--- config.mk ---
export PLATFORM = sky130hd
export DESIGN_NAME = fetch_decode_ctrl
export DESIGN_NICKNAME = d
export VERILOG_FILES = /design/src/rtl/fetch_decode_ctrl_pkg.sv /design/src/rtl/fetch_decode_ctrl_halt_drain_fsm.sv /design/src/rtl/fetch_decode_ctrl.sv
export SDC_FILE = /design/constraint.sdc
export NUM_CORES = 1
export LEC_CHECK = 0
export CAP_MARGIN = 20
export CORE_MARGIN = 5
export CORE_UTILIZATION = 35
export CTS_CLUSTER_SIZE = 12
export DETAILED_ROUTE_END_ITERATION = 16
export PLACE_DENSITY = 0.65
export SYNTH_ARGS = -nofsm -noshare
export SYNTH_HDL_FRONTEND = slang
export SYNTH_HIERARCHICAL = 1
export SYNTH_SLANG_ARGS = --single-unit
--- constraint.sdc ---
create_clock -name clk -period 2.38 [get_ports clk]
set_input_delay 0.595 -clock clk [delete_from_list [all_inputs] [get_ports clk]]
set_output_delay 0.595 -clock clk [all_outputs]
set_load 0.005 [all_outputs]
--- src/rtl/fetch_decode_ctrl_pkg.sv ---
// Shared front-end definitions for the 5-stage RV32I pipeline.
// The fetch/decode controller and the ID-stage halt detection both use these.
package fetch_decode_ctrl_pkg;

  typedef enum logic [1:0] {
    FE_RUN    = 2'd0,
    FE_DRAIN  = 2'd1,
    FE_HALTED = 2'd2
  } fe_state_e;

  localparam logic [31:0] NOP_INST      = 32'h0000_0013;
  localparam logic [31:0] ECALL_HALT_ID = 32'd10;
  localparam int unsigned DRAIN_CNT_W   = 3;

  // ID uses this on the forwarded x17 value to qualify an ecall as a halt.
  function automatic logic is_halt_ecall(input logic [31:0] a7_value);
    return (a7_value == ECALL_HALT_ID);
  endfunction

endpackage

--- src/rtl/fetch_decode_ctrl_halt_drain_fsm.sv ---
// Halt sequencer: RUN -> DRAIN (count down while the ecall retires) -> HALTED.
// accept is the halt candidate, start says the front end is free to act on it.
module halt_drain_fsm
  import fetch_decode_ctrl_pkg::*;
#(
  parameter int unsigned DRAIN_CYCLES = 3
) (
  input  logic clk,
  input  logic reset_n,
  input  logic accept,
  input  logic start,
  output logic draining,
  output logic halted
);

  localparam logic [DRAIN_CNT_W-1:0] DRAIN_INIT = DRAIN_CNT_W'(DRAIN_CYCLES);

  fe_state_e              state_q, state_d;
  logic [DRAIN_CNT_W-1:0] drain_cnt_q, drain_cnt_d;
  logic                   halted_q, halted_d;

  // Next-state and drain countdown.
  always_comb begin
    state_d     = state_q;
    drain_cnt_d = drain_cnt_q;
    halted_d    = halted_q;
    case (state_q)
      FE_RUN: begin
        if (accept && start) begin
          state_d     = FE_DRAIN;
          drain_cnt_d = DRAIN_INIT;
        end else begin
          state_d     = FE_RUN;
        end
      end
      FE_DRAIN: begin
        if (drain_cnt_q == 3'd1) begin
          state_d  = FE_HALTED;
          halted_d = 1'b1;
        end else begin
          drain_cnt_d = drain_cnt_q - 3'd1;
        end
      end
      FE_HALTED: begin
        state_d = FE_HALTED;
      end
      default: begin
        state_d     = FE_RUN;
        drain_cnt_d = 3'd0;
        halted_d    = 1'b0;
      end
    endcase
  end

  // State, counter and halted flag registers.
  always_ff @(posedge clk or negedge reset_n) begin
    if (!reset_n) begin
      state_q     <= FE_RUN;
      drain_cnt_q <= 3'd0;
      halted_q    <= 1'b0;
    end else begin
      state_q     <= state_d;
      drain_cnt_q <= drain_cnt_d;
      halted_q    <= halted_d;
    end
  end

  assign draining = (state_q == FE_DRAIN);
  assign halted   = halted_q;

endmodule

--- src/rtl/fetch_decode_ctrl.sv ---
// Front-end controller: PC, IF/ID register and the ID/EX valid bit.
// Chooses advance / hold / bubble / flush / drain every cycle.
module fetch_decode_ctrl #(
  parameter int unsigned     XLEN         = 32,
  parameter logic [XLEN-1:0] RESET_PC     = {XLEN{1'b0}},
  parameter int unsigned     DRAIN_CYCLES = 3,
  parameter logic [31:0]     NOP_INST     = 32'h0000_0013
) (
  input  logic            clk,
  input  logic            reset_n,
  input  logic            is_stall,
  input  logic            redirect_valid,
  input  logic [XLEN-1:0] redirect_pc,
  input  logic            halt_req,
  input  logic [31:0]     imem_rdata,
  output logic [XLEN-1:0] imem_addr,
  output logic [XLEN-1:0] if_id_pc,
  output logic [31:0]     if_id_inst,
  output logic            if_id_valid,
  output logic            id_ex_valid,
  output logic            is_halted
);

  import fetch_decode_ctrl_pkg::*;

  localparam logic [XLEN-1:0] PC_STEP = {{(XLEN-3){1'b0}}, 3'd4};

  logic [XLEN-1:0] pc_q, pc_d;
  logic [XLEN-1:0] if_id_pc_q, if_id_pc_d;
  logic [31:0]     if_id_inst_q, if_id_inst_d;
  logic            if_id_valid_q, if_id_valid_d;
  logic            id_ex_valid_q, id_ex_valid_d;
  logic            draining_s, halted_s, accept_s, start_s;

  // A halt is only a candidate when ID holds a real ecall; redirect and stall outrank it.
  assign accept_s = halt_req && if_id_valid_q;
  assign start_s  = !redirect_valid && !is_stall;

  halt_drain_fsm #(
    .DRAIN_CYCLES(DRAIN_CYCLES)
  ) u_halt_drain_fsm (
    .clk     (clk),
    .reset_n (reset_n),
    .accept  (accept_s),
    .start   (start_s),
    .draining(draining_s),
    .halted  (halted_s)
  );

  // Front-end action selection in priority order.
  always_comb begin
    pc_d          = pc_q;
    if_id_pc_d    = if_id_pc_q;
    if_id_inst_d  = if_id_inst_q;
    if_id_valid_d = if_id_valid_q;
    id_ex_valid_d = id_ex_valid_q;
    if (halted_s) begin
      pc_d = pc_q;
    end else if (draining_s) begin
      if_id_valid_d = 1'b0;
      if_id_inst_d  = NOP_INST;
      id_ex_valid_d = 1'b0;
    end else if (redirect_valid) begin
      // ID holds a wrong-path instruction, so it is squashed along with any stall or halt.
      pc_d          = redirect_pc;
      if_id_valid_d = 1'b0;
      if_id_inst_d  = NOP_INST;
      id_ex_valid_d = 1'b0;
    end else if (is_stall) begin
      id_ex_valid_d = 1'b0;
    end else if (accept_s) begin
      if_id_valid_d = 1'b0;
      if_id_inst_d  = NOP_INST;
      id_ex_valid_d = 1'b1;
    end else begin
      if_id_inst_d  = imem_rdata;
      if_id_pc_d    = pc_q;
      if_id_valid_d = 1'b1;
      pc_d          = pc_q + PC_STEP;
      id_ex_valid_d = if_id_valid_q;
    end
  end

  // PC and pipeline registers.
  always_ff @(posedge clk or negedge reset_n) begin
    if (!reset_n) begin
      pc_q          <= RESET_PC;
      if_id_pc_q    <= {XLEN{1'b0}};
      if_id_inst_q  <= NOP_INST;
      if_id_valid_q <= 1'b0;
      id_ex_valid_q <= 1'b0;
    end else begin
      pc_q          <= pc_d;
      if_id_pc_q    <= if_id_pc_d;
      if_id_inst_q  <= if_id_inst_d;
      if_id_valid_q <= if_id_valid_d;
      id_ex_valid_q <= id_ex_valid_d;
    end
  end

  assign imem_addr   = pc_q;
  assign if_id_pc    = if_id_pc_q;
  assign if_id_inst  = if_id_inst_q;
  assign if_id_valid = if_id_valid_q;
  assign id_ex_valid = id_ex_valid_q;
  assign is_halted   = halted_s;

endmodule

==> run_results.csv <==
group,metric,value,unit
synthesis,synth_seq_cells,104,
die,die_width,127.4,um
clock_network,cts_buffers,9,
placement,pre_cts_slack,0.04825,ns
synthesis,synth_cell_types,61,
worst_setup_path,regToRegEndpoint,"imem_addr[29]",
worst_setup_path,critPathMaxFanout,9,
clock_network,clock_latency,0.35,ns
finish,fillers,1252,
hold_path,hp-class,"primary input to asynchronous set/reset pin",
job,maxCapViolCount,0,
worst_setup_path,endpoint,"imem_addr[29]",
clock_network,clk_pin_slew,0.07,ns
worst_setup_path,worstPathRequired,2.63,ns
synthesis,syn_area,0.004821,mm^2
synthesis,avgSynthCellArea,9.940,um^2
sta,rsz0062_at_grt,"no",
die,initial_core_util,35.98,%
worst_setup_path,rrSetupSlack,0.24,ns
sta,fin_crit_sh,90.02,%
outcome,status,"complete, no violations",
clock_network,clk_path_buf_depth,2,
global_routing,grt_max_degree,43,
clock_network,htreeDepth,3,
power_and_ir_drop,vdd_drop_max,0.0002822,V
sta,finalClockSkew,0.005209,ns
synthesis,yosysSeqAreaShare,54.06,%
global_routing,overflow,0,
route,drtIter0Drc,334,
finish,antenna_cells,0,
sta,slew_headroom,57.21,%
route,route.vias.total,4358,
sta,report.final.slew_viol_count,0,
synthesis,ys_warn_count,6,
route,viasPerCell,5.207,
placement,gp_congestion,0.8269,
power_and_ir_drop,powerDensity,477.5,mW/mm^2
synthesis,synth-edff-count,0,
sta,fin_setup_tns,0,ns
synthesis,synth_common_cells,"nand2_1, dfrtp_1, nor2_1",
sta,setup_slack,0.2376,ns
clock_network,cts.hold.buffers_added,0,
clock_network,cts_tree,"done",
placement,port_buffers,167,
global_routing,grt_usage,18.04,%
worst_setup_path,crit_type,"flop to flop",
synthesis,yosys.cell_count.top_type,"nand2_1",
sta,fmax,466.8,MHz
worst_setup_path,r2r_cells,5,
clock_network,cts_resized,0,
power_and_ir_drop,leakagePower,0.003221,uW
global_routing,grt_pass1_wl,23.18,mm
route,drc,0,
worst_setup_path,startpoint_type,"flop",
synthesis,async_flop_share,100.0,%
finish,area_growth,47.37,%
sta,hold_viol,0,
global_routing,grt_pass1_vias,4444,
sta,worst_pin_slew,0.6365,ns
route,ant_nets,0,
die,core_area,0.01340,mm^2
worst_setup_path,cp.arrival,2.39,ns
synthesis,synth_top_area_cell,"dfrtp_1",
worst_setup_path,worstReg2RegStart,"imem_addr[4]",
placement,dpl.hpwl,10.68,mm
finish,drive_gt1_share,9.380,%
synthesis,synthTopCellsByArea,"dfrtp_1, nand2_1, a22o_1, nor2_1, o22ai_1",
route,wl,14.50,mm
worst_setup_path,cp-startpoint,"imem_addr[4]",
route,dr.pass1.iters,4,
die,die_y,127.4,um
sta,setup-violations-final,0,
clock_network,post_cts_buffers,0,
synthesis,yosysTopAreaCellShare,52.43,%
finish,fin_nets,734,
worst_setup_path,end_kind,"flop",
clock_network,clock-root-buffer,"clkbuf_16",
die,die_area,0.01622,mm^2
global_routing,antenna_found_initial,0,
sta,period_minus_slack,2.142,ns
synthesis,ys.flop_type,"dfrtp_1",
die,row_count,42,
route,wl_per_cell,17.33,um
clock_network,cts_sinks,104,
synthesis,syn_inst,485,
synthesis,syn-num-nets,562,
die,io_pins,168,
state kept, by name (all words and copies together), names as in the netlist:
name	cells
imem_addr	32
if_id_pc	32
if_id_valid	1
if_id_inst	32
u_halt_drain_fsm/state_q	2
u_halt_drain_fsm/drain_cnt_q	3
id_ex_valid	1
u_halt_drain_fsm/halted	1
kinds of logic after synthesis:
kind of cell,Yosys count,share of synthesized area (%)
adder cells (fa/ha/maj),8,2.076
AND/OR/NAND/NOR,204,20.40
buffers and inverters,38,3.374
AO/OA/AOI/OAI,121,17.99
multiplexers,10,2.102
flip-flops,104,54.06
routing by layer:
| metal | track usage [%] | wire [um] | up-vias | share of wire, % |
|---|---|---|---|---|
| li1 | - | - | 2081 | - |
| met1 | 22.95 | 6140 | 2100 | 42 |
| met2 | 29.17 | 6957 | 160 | 48 |
| met3 | 5.384 | 1220 | 17 | 8.4 |
| met4 | 6.562 | 185 | 0 | 1.3 |
| met5 | 0 | 0 | - | 0 |
cells in the final DEF, fill, tap and decap left out, drive strengths merged, types with 15 or more instances in the layout:
master and count:
a21oi 20, a22o 30, buf 24, clkdlybuf4s50 166, dfrtp 101, nand2 110, nand3 15, nor2 31
o21ai 20, o22ai 17
worst min-delay path by stage:
stage	start	end	depth (start not counted)	slack, ns
after detailed placement	if_id_pc[7]	if_id_pc[7]	2	0.46
final	reset_n	imem_addr[5]	1	0.12
after global placement	if_id_pc[9]	if_id_pc[9]	2	0.46
after global routing	reset_n	if_id_pc[12]	1	0.14
after floorplan	reset_n	id_ex_valid	0	0.30
after CTS	reset_n	imem_addr[5]	1	0.12
through the flow:
stage / util, % / hold WS [ns] / std cells / total power, uW / instance area [um^2]
floorplan: - / 0.2994 / 485 / 1836 / 4821
global placement: 50.97 / 0.4567 / 822 / 2018 / 6830
detailed placement: 50.97 / 0.4624 / 822 / 2022 / 6830
CTS: 53.02 / 0.1222 / 837 / 3436 / 7104
global route: 53.02 / 0.1410 / 837 / 3531 / 7104
finish: 53.02 / 0.1235 / 837 / 3392 / 7104
critical path, cell delays in order (launching register included):
cell	delay, ns
dfrtp_1	0.54
nand4_1	0.23
nor4_2	0.52
and3_1	0.39
a211oi_1	0.12
a211oi_1	0.25
final cells by class:
type / instances / area, um^2 / share of cell area (%)
multi-input combinational: 343 / 2053 / 28.90
inverter: 9 / 33.78 / 0.4755
clock buffer: 12 / 256.5 / 3.610
clock inverter: 3 / 17.52 / 0.2466
timing repair buffer: 190 / 1917 / 26.98
sequential: 104 / 2606 / 36.69
tap: 176 / 220.2 / 3.100
power by group:
group          switching (uW)  internal [uW]
Sequential               3.31           1770
Clock                     650            758
Combinational            82.2            128
Power figures use the tool's default switching activity.
